`src/rtl/if_fetch_stage.sv`:
```
// Instruction-fetch stage: PC register, IF/ID pipeline register and a RUN/HALTED FSM.
// Redirect has priority over halt, and halt has priority over stall. HALTED is left only by reset.
module if_fetch_stage #(
  parameter logic [8:0]  RESET_PC  = 9'h000,
  parameter logic [31:0] NOP_INSTR = 32'h0000_0013
) (
  input  logic        clk,
  input  logic        reset,
  input  logic        stall,
  input  logic        redirect_valid,
  input  logic [8:0]  redirect_pc,
  input  logic        halt_req,
  output logic [8:0]  imem_addr,
  input  logic [31:0] imem_rdata,
  output logic [8:0]  if_id_pc,
  output logic [31:0] if_id_instr,
  output logic        if_id_valid,
  output logic        halted,
  output logic [15:0] fetch_count
);

  typedef enum logic {RUN, HALTED} state_t;

  state_t      state, state_nxt;
  logic [8:0]  pc, pc_nxt;
  logic [8:0]  if_id_pc_nxt;
  logic [31:0] if_id_instr_nxt;
  logic        if_id_valid_nxt;
  logic [15:0] fetch_count_nxt;

  always_ff @(posedge clk) begin
    if (reset) begin
      state       <= RUN;
      pc          <= RESET_PC;
      if_id_pc    <= 9'h000;
      if_id_instr <= NOP_INSTR;
      if_id_valid <= 1'b0;
      fetch_count <= 16'h0000;
    end else begin
      state       <= state_nxt;
      pc          <= pc_nxt;
      if_id_pc    <= if_id_pc_nxt;
      if_id_instr <= if_id_instr_nxt;
      if_id_valid <= if_id_valid_nxt;
      fetch_count <= fetch_count_nxt;
    end
  end

  always_comb begin
    state_nxt       = state;
    pc_nxt          = pc;
    if_id_pc_nxt    = if_id_pc;
    if_id_instr_nxt = if_id_instr;
    if_id_valid_nxt = if_id_valid;
    fetch_count_nxt = fetch_count;
    if (state == RUN) begin
      if (redirect_valid) begin
        // Word-align the target; the slot being fetched becomes a bubble.
        pc_nxt          = {redirect_pc[8:2], 2'b00};
        if_id_pc_nxt    = pc;
        if_id_instr_nxt = NOP_INSTR;
        if_id_valid_nxt = 1'b0;
      end else if (halt_req) begin
        state_nxt       = HALTED;
        if_id_pc_nxt    = pc;
        if_id_instr_nxt = NOP_INSTR;
        if_id_valid_nxt = 1'b0;
      end else if (!stall) begin
        pc_nxt          = pc + 9'd4;
        if_id_pc_nxt    = pc;
        if_id_instr_nxt = imem_rdata;
        if_id_valid_nxt = 1'b1;
        if (fetch_count != 16'hFFFF)
          fetch_count_nxt = fetch_count + 16'd1;
      end
    end
  end

  assign imem_addr = pc;
  assign halted    = (state == HALTED);

endmodule
```
`config.mk`:
```
export PLATFORM = sky130hd
export DESIGN_NAME = if_fetch_stage
export DESIGN_NICKNAME = d
export VERILOG_FILES = /design/src/rtl/if_fetch_stage.sv
export SDC_FILE = /design/constraint.sdc
export NUM_CORES = 1
export LEC_CHECK = 0
export ABC_AREA = 0
export BUFFER_PORTS_ARGS = -buffer_cell sky130_fd_sc_hd__buf_2
export CAP_MARGIN = 0
export CORE_ASPECT_RATIO = 0.75
export CORE_MARGIN = 2
export CORE_UTILIZATION = 47
export CTS_CLUSTER_SIZE = 14
export DETAILED_ROUTE_END_ITERATION = 10
export GPL_TIMING_DRIVEN = 0
export PLACE_DENSITY = 0.79
export REMOVE_ABC_BUFFERS = 1
export SETUP_SLACK_MARGIN = 0.3
export SLEW_MARGIN = 15
export SYNTH_ARGS = -nofsm -noshare
export SYNTH_HDL_FRONTEND = slang
export SYNTH_SLANG_ARGS = --single-unit
```
`constraint.sdc`:
```
create_clock -name clk -period 2.35 [get_ports clk]
set_input_delay 0.3525 -clock clk [delete_from_list [all_inputs] [get_ports clk]]
set_output_delay 0.3525 -clock clk [all_outputs]
set_load 0.01 [all_outputs]
```
# Word level (Yosys, flattened, before mapping)
# Cells that the tools add are included.
# W data, S select, Z words.
dict set report totals {
  latchBits 0
  mem_bits_rw 0
  n_memories 0
  inputBits 46
  output_inout_bits 68
  wordCells 34
  reg_bits 68
  rom_bits 0
}
dict set report classes {
  reduce_logical 3
  bitwise 4
  n_div 0
  mul 0
  addsub 2
  n_lt_le_gt_ge 0
  muxes 15
  eq_ne 4
  shifts 0
}
# operator count
set op_table {}
lappend op_table {{$mux W32} 3}
lappend op_table {{$mux W9} 6}
lappend op_table {{$add A16 B1 Y16 const B} 1}
lappend op_table {{$ne A16 B16 Y1 const B} 1}
lappend op_table {{$add A9 B3 Y9 const B} 1}
lappend op_table {{$mux W1} 6}
lappend op_table {{$reduce_and A5 Y1} 1}
lappend op_table {{$not A1 Y1} 4}
lappend op_table {{$ne A3 B1 Y1 const B} 1}
lappend op_table {{$reduce_and A3 Y1} 1}
lappend op_table {{$ne A2 B1 Y1 const B} 1}
lappend op_table {{$ne A2 B2 Y1 const B} 1}
lappend op_table {{$reduce_and A2 Y1} 1}

# Logic depth before layout (Yosys ltp)
# Gate-level depths: netlist (run 1).
dict set report logic_depth {
  word_depth 4
  ltp_mapped 6
  ltp_nobuf 5
}

# Worst setup path before layout (run 1)
# OpenSTA, ideal clock, no wires.
dict set report synth_path {
  path_type {register to register}
  from {reg state (netlist: halted)}
  to {reg fetch_count[11]}
  setup_slack_ns 0.460
  setup_time_ns 0.123
  period_less_slack_ns 1.890
  path_stages_with_launch 7
  required_time_ns 2.227
  path_buffers 2
  t_arrival_ns 1.767
  path_cell_list {dfxtp_1 clkbuf_1 or4_1 buf_2 nor4_4 o31ai_1 mux2_1}
}
dict set report synth_between {
  elab_chain_cells 2
}
# element line
set synth_rtl {}
lappend synth_rtl {{start: declaration} 24} ;# state_t state, state_nxt;
lappend synth_rtl {{start signal: assignment} 40} ;# state <= state_nxt;
lappend synth_rtl {{$not A1 Y1 (no source line)} --}
lappend synth_rtl {{$reduce_and A5 Y1 (no source line)} --}
lappend synth_rtl {{end signal: assignment} 45} ;# fetch_count <= fetch_count_nxt;
lappend synth_rtl {{end: declaration} 19} ;# output logic [15:0] fetch_count
# Every way passes these cells.
# A chain may end at the register's enable or synchronous reset.

# Worst setup path after layout (run 1)
dict set report layout_path {
  from {in redirect_valid}
  to {reg fetch_count[12]}
}
dict set report layout_between {
  elab_chain_cells 2
}
# element line
set layout_rtl {}
lappend layout_rtl {{start: declaration} 10} ;# input logic redirect_valid,
lappend layout_rtl {{$not A1 Y1 (no source line)} --}
lappend layout_rtl {{$reduce_and A5 Y1 (no source line)} --}
# Every way passes these cells.

==> results of run 1 <==
-- registers in the layout, indices dropped and copies added (netlist names) --
| register | flops |
|---|---|
| fetch_count | 16 |
| halted | 1 |
| if_id_instr | 32 |
| if_id_pc | 7 |
| if_id_valid | 1 |
| imem_addr | 7 |
-- synthesized netlist by cell type, types with 2 or more instances --
master,number
dfxtp_1,64
nor2_1,46
a22oi_1,31
a21oi_1,29
nand2_1,22
clkbuf_1,16
o21ai_0,15
or3_1,9
nand3_1,8
nand4_1,8
and3_1,4
buf_4,4
nand2b_1,4
o31ai_1,4
nor2b_1,3
o22ai_1,3
or4_1,3
a22o_1,2
and4_1,2
buf_1,2
ha_1,2
inv_1,2
nor3_1,2
o21ba_2,2
o2bb2ai_1,2
or2_2,2
-- logic make-up (layout without fill, tap and decap cells) --
logic type / Yosys count / after routing / share of synthesized area [%]
AOI/OAI and AO/OA: 94 / 94 / 23.0
adders and majority gates: 2 / 2 / 0.950
buffers and inverters: 26 / 129 / 4.37
DFF: 64 / 64 / 48.6
muxes: 2 / 2 / 0.808
other: 1 / 4 / 0.142
and+or+nand+nor: 117 / 117 / 22.0
-- worst max path at each step --
stage                        start         endpoint  slack [ns]
finish              redirect_valid  fetch_count[12]        0.48
global route                halted  fetch_count[12]        0.36
CTS                         halted  fetch_count[11]        0.38
detailed placement  redirect_valid  fetch_count[11]        0.03
global placement    redirect_valid  fetch_count[12]       -2.46
floorplan                 halt_req  fetch_count[12]       -0.93
-- metrics by stage --
step	TNS [ns]	hold WS [ns]	util, %	cells	power, mW
2_1_floorplan	-12.65	0.422	-	285	1.26
3_3_place_gp	-66.68	0.440	58.8	467	1.36
3_5_place_dp	0	0.444	59.9	471	1.37
4_1_cts	0	0.235	63.7	487	2.32
5_1_grt	0	0.235	64.0	487	2.40
6_report	0	0.248	64.0	487	2.30
-- power by group through the flow --
stage | registers, mW | clock network, mW | logic, mW
3_5_place_dp | 1.16 | 0 | 0.213
2_1_floorplan | 1.17 | 0 | 0.0853
3_3_place_gp | 1.16 | 0 | 0.202
6_report | 1.14 | 0.956 | 0.212
4_1_cts | 1.14 | 0.976 | 0.213
5_1_grt | 1.14 | 1.03 | 0.237
-- worst max-delay path, delay by kind of cell --
family | cells | cell delay (ns)
and+or+nand+nor | 3 | 1.00
AOI/OAI and AO/OA | 1 | 0.14
buffers and inverters | 3 | 0.62
-- placed cells by master (no fill, tap or decap), drive strengths merged, types with 2 or more instances in the layout --
cell type    n
nor3         2
inv          4
or4          3
clkbuf       9
nand2       22
and3         4
o21ai       15
nor4         3
nand3        8
a21oi       29
or3          9
dfxtp       64
ha           2
nor2b        3
buf        111
clkinv       2
o31ai        4
o22ai        3
a22oi       31
nand2b       4
o21ba        2
and4         2
conb         4
nor2        46
a22o         2
clkinvlp     2
nand4        8
or2          2
o2bb2ai      2
-- cell type report --
type                    count  area [um^2]
fillers                   477         1940
well taps                  75         93.8
clock buffers               9          124
flip-flops and latches     64         1280
repair buffers            111          577
clock inverters             7         80.1
multi-input cells         219         1280
inverters                   2         7.51
-- timing repair --
action,CTS,global route
endpoints found under the setup margin,0,8
gates resized for setup,0,3
buffers inserted,0,0
endpoints found under the hold margin,0,0
-- routing by layer --
metal	track usage, %	part of all wire [%]
met5	0	0
met4	6.35	0.36
met3	10.1	9.1
met2	33.5	46
met1	25.7	45
==> impl_metrics.py, run 1 <==
metrics = {
    "run_status": {
        "status": "finished clean",
    },
    "floorplan": {
        "core_mm2": 0.00538,
        "io_pins": 114,
        "row_count": 23,
        "fp.dieH_um": 68.8,
        "die_w_um": 90.4,
        "die_area_mm2": 0.00622,
        "initial_core_util_pct": 48.9,
    },
    "clock_network": {
        "cts_root_buffer": "clkbuf_8",
        "clk_latency_ns": 0.34,
        "hold_buffers": 0,
        "cts_htree_levels": 3,
        "cts_max_path_buffers": 2,
        "clk_pin_slew_worst_paths_ns": 0.08,
        "cts_tree": "yes",
        "clock-sinks": 64,
        "cts_buffers": 9,
    },
    "route": {
        "drt_first_iter_violations": 114,
        "vias": 2652,
        "first_pass_iters": 4,
        "final_antenna_net_count": 0,
        "wl_per_cell_um": 13.5,
        "wirelength_um": 6590,
        "route.detailed.drc": 0,
        "vias_per_cell": 5.45,
    },
    "worst_setup_path": {
        "cp_data_arrival_time_ns": 2.12,
        "reg2regPathDepth": 4,
        "crit_chain": "buf_2 -> nor4_4 -> buf_6 -> buf_6 -> nand3_2 -> or4_1 -> a21oi_1",
        "critPathCaptureType": "flop",
        "critPathMaxFanout": 23,
        "reg2reg_to": "fetch_count[11]",
        "worstPathRequired_ns": 2.60,
        "critPathLaunchType": "primary input",
        "cpMaxStageDelayCell": "or4_1",
        "slowest_delay_ns": 0.49,
        "rrSetupSlack_ns": 0.49,
        "crit_top_cell": "buf_6",
        "reg2reg_from": "halted",
        "path_class": "in2reg",
    },
    "sta": {
        "rsz0062_at_grt": "false",
        "report.final.slew_viol_count": 0,
        "finalCritPeriodShare_pct": 79.4,
        "fin_skew_ns": 0.00861,
        "hold_viol": 0,
        "setup_viol": 0,
        "tightest_slew_ns": 1.15,
        "min_period_ns": 1.87,
        "fin_ws_ns": 0.485,
        "relSlewSlack_pct": 23.3,
        "fmax_mhz": 536,
    },
    "global_route": {
        "antenna_found_initial": 0,
        "grt_max_degree": 67,
        "grt_first_pass_wirelength_um": 10400,
        "grt_pass1_vias": 2309,
        "grt_use_total_pct": 21.0,
        "grt_overflow_total": 0,
    },
    "flow_run": {
        "maxCapViolations": 0,
    },
    "placed_design": {
        "dp_hpwl_um": 4540,
        "gp_congestion": 0.829,
        "port_buffers": 107,
        "post-place-ws_ns": 0.0349,
        "placed_area_mm2": 0.00322,
    },
    "worst_hold_path": {
        "hold_depth": 3,
        "hp-start": "imem_rdata[4]",
        "min_path_type": "in2reg",
        "min_to": "if_id_instr[4]",
    },
    "logic_synthesis": {
        "synth_edf_count": 0,
        "yosys_warnings": 0,
        "seq_area_frac_synth_pct": 48.6,
        "synth-async-reset-ratio_pct": 0,
        "synthFlopType": "dfxtp_1",
        "ys_seq_elements": 64,
        "synth_cells": 306,
        "synth.avg_cell_area_um2": 8.61,
        "synthDistinctLibCells": 41,
        "synth_area_mm2": 0.00263,
        "synth.area.top_cells": "dfxtp_1 (49%), a22oi_1 (8.8%), nor2_1 (6.6%)",
        "yosysTopAreaCell": "dfxtp_1",
        "netlist.area_leader.share_pct": 48.6,
    },
    "layout": {
        "diodes": 0,
        "drive_above_1_share_pct": 33.3,
        "final_nets": 455,
        "syn_to_final_growth_pct": 30.8,
        "stdcell_area_mm2": 0.00345,
    },
    "pwr": {
        "power_density_mw_per_mm2": 669,
        "irDropWorstVdd_mv": 0.446,
        "power.internal_mw": 1.70,
        "power_switching_mw": 0.605,
        "pwr-share-clk_pct": 41.5,
        "switching_share_pct": 26.2,
        "p_comb_share_pct": 9.2,
        "p_leak_nw": 1.51,
        "share_seq_of_total_power_pct": 49.3,
    },
}
No activity file was read; power rests on OpenSTA's default activity.
==> run 2: changes to the inputs <==
Settings changed: CORE_UTILIZATION 47 to 42, PLACE_DENSITY 0.79 to 0.75.
Clock period 2.35 ns to 1.5 ns, I/O delays scaled along.
==> run 2 against run 1 <==
Effect of this change: the run now ends with setup timing left; register-to-register slack got worse by 0.59 ns; critical path depth fell by 1; first-iteration DRC count rose by 47%; non-clock buffer count rose by 41; critical path type is now reg2reg; largest cell class unchanged; largest power group unchanged; highest routed layer unchanged.
==> impl_metrics.py, run 2 (same netlist as run 1, synthesis figures left out) <==
metrics = {
    "run_status": {
        "status": "finished, violations left",
        "violations": "setup timing",
    },
    "layout": {
        "stdcell_area_mm2": 0.00451,
        "nFillCells": 407,
        "drive_above_1_share_pct": 61.1,
        "layout_common_cells": "buf_2 (101), nor2_1 (42), dfxtp_1 (42), a22oi_2 (29), buf_4 (20)",
        "syn_to_final_growth_pct": 71.1,
        "diodes": 0,
        "multi_input_area_mm2": 0.00175,
        "top_register": "if_id_instr",
        "layout_commonest_cell": "buf_2",
        "top_regs": "if_id_instr (32), fetch_count (16)",
        "largest_reg_flops": 32,
        "post-route-util_pct": 75.8,
        "ff_latch_area_mm2": 0.00132,
        "final_nets": 501,
    },
    "sta": {
        "hold_viol": 0,
        "fin_ws_ns": -0.0966,
        "rsz0062_at_grt": "true",
        "whs_ns": 0.123,
        "min_period_ns": 1.60,
        "report.final.slew_viol_count": 0,
        "fin_skew_ns": 0.0162,
        "setup_viol": 26,
        "setup_tns_ns": -1.46,
        "relSlewSlack_pct": 49.8,
        "fmax_mhz": 626,
        "finalCritPeriodShare_pct": 106,
        "tightest_slew_ns": 0.753,
    },
    "worst_setup_path": {
        "cp-endpoint": "fetch_count[1]",
        "reg2reg_from": "fetch_count[4]",
        "cp_data_arrival_time_ns": 1.79,
        "critPathCaptureType": "flop",
        "worstPathRequired_ns": 1.69,
        "reg2regPathDepth": 6,
        "reg2reg_to": "fetch_count[1]",
        "critPathLaunchType": "flop",
        "path_class": "reg2reg",
        "critPathMaxFanout": 7,
        "startpoint": "fetch_count[4]",
        "rrSetupSlack_ns": -0.1,
    },
    "route": {
        "route.detailed.drc": 0,
        "wirelength_um": 9700,
        "first_pass_iters": 6,
        "final_antenna_net_count": 0,
        "drt_first_iter_violations": 168,
        "vias": 3037,
        "wl_per_cell_um": 18.1,
        "vias_per_cell": 5.68,
    },
    "worst_hold_path": {
        "min_path_type": "in2reg",
        "hp-start": "imem_rdata[31]",
    },
    "clock_network": {
        "cts_htree_levels": 3,
        "clk_pin_slew_worst_paths_ns": 0.08,
        "clk_latency_ns": 0.35,
        "hold_buffers": 0,
        "cts_root_buffer": "clkbuf_8",
        "cts_max_path_buffers": 2,
        "cts_tree": "yes",
        "clock-sinks": 64,
        "cts_buffers": 9,
    },
    "floorplan": {
        "die_w_um": 95.4,
        "initial_core_util_pct": 44.3,
        "die_area_mm2": 0.00693,
        "core_mm2": 0.00595,
        "row_count": 24,
        "fp.dieH_um": 72.6,
        "io_pins": 114,
    },
    "flow_run": {
        "maxCapViolations": 0,
    },
    "global_route": {
        "grt_max_degree": 67,
        "grt_overflow_total": 0,
        "grt_use_total_pct": 26.8,
        "grt_first_pass_wirelength_um": 14000,
        "grt_pass1_vias": 2784,
        "antenna_found_initial": 0,
    },
    "placed_design": {
        "placed_area_mm2": 0.00322,
        "gp_congestion": 0.755,
        "dp_hpwl_um": 4580,
        "port_buffers": 107,
    },
    "pwr": {
        "power_density_mw_per_mm2": 864,
        "irDropWorstVdd_mv": 0.636,
        "p_leak_nw": 1.88,
        "power_mw": 3.89,
    },
}
run 2: what timing repair did:
item | in CTS | in global routing
gates cloned | 10 | 0
buffers inserted | 27 | 10
gates resized for setup | 84 | 89
setup endpoints to repair | 64 | 74
pin swaps | 31 | 47
run 2: worst max-delay path, cell delays in order, from the launching register on:
cell      delay [ns]
dfxtp_4         0.36
nand4_1         0.15
buf_4           0.18
nor4_4          0.37
buf_4           0.22
nand3b_1        0.11
a21oi_1         0.06
run 2: through the flow:
step / cells / worst slack [ns]
floorplan: 285 / -1.71
global placement: 470 / -3.26
detailed placement: 473 / -0.904
CTS: 525 / -0.0774
global route: 535 / -0.144
finish: 535 / -0.0966
run 2: power breakdown:
| group | switching (mW) | internal [mW] | total (mW) |
|---|---|---|---|
| logic | 0.318 | 0.294 | 0.612 |
| clock network | 0.696 | 0.800 | 1.50 |
| registers | 0.0481 | 1.74 | 1.78 |
| total | 1.06 | 2.83 | 3.89 |
run 2: how the worst min path moves through the flow:
| stage | endpoint | depth (start not counted) |
|---|---|---|
| 6_report | if_id_instr[31] | 3 |
| 5_1_grt | if_id_instr[17] | 3 |
| 2_1_floorplan | fetch_count[0] | 1 |
| 3_5_place_dp | if_id_pc[6] | 2 |
| 4_1_cts | if_id_instr[27] | 3 |
| 3_3_place_gp | if_id_pc[5] | 2 |
run 2: metal layers:
layer | track usage (%) | routed length, um
met2 | 42.3 | 4720
met3 | 8.26 | 769
met1 | 33.7 | 4000
met5 | 0 | 0
met4 | 12.7 | 206
run 2: layout make-up:
type	instances	share of cell area, %
clock inverters	5	1.28
repair buffers	152	25.1
inverters	2	0.167
well taps	78	2.17
clock buffers	10	3.05
flip-flops and latches	64	29.4
multi-input cells	224	38.9
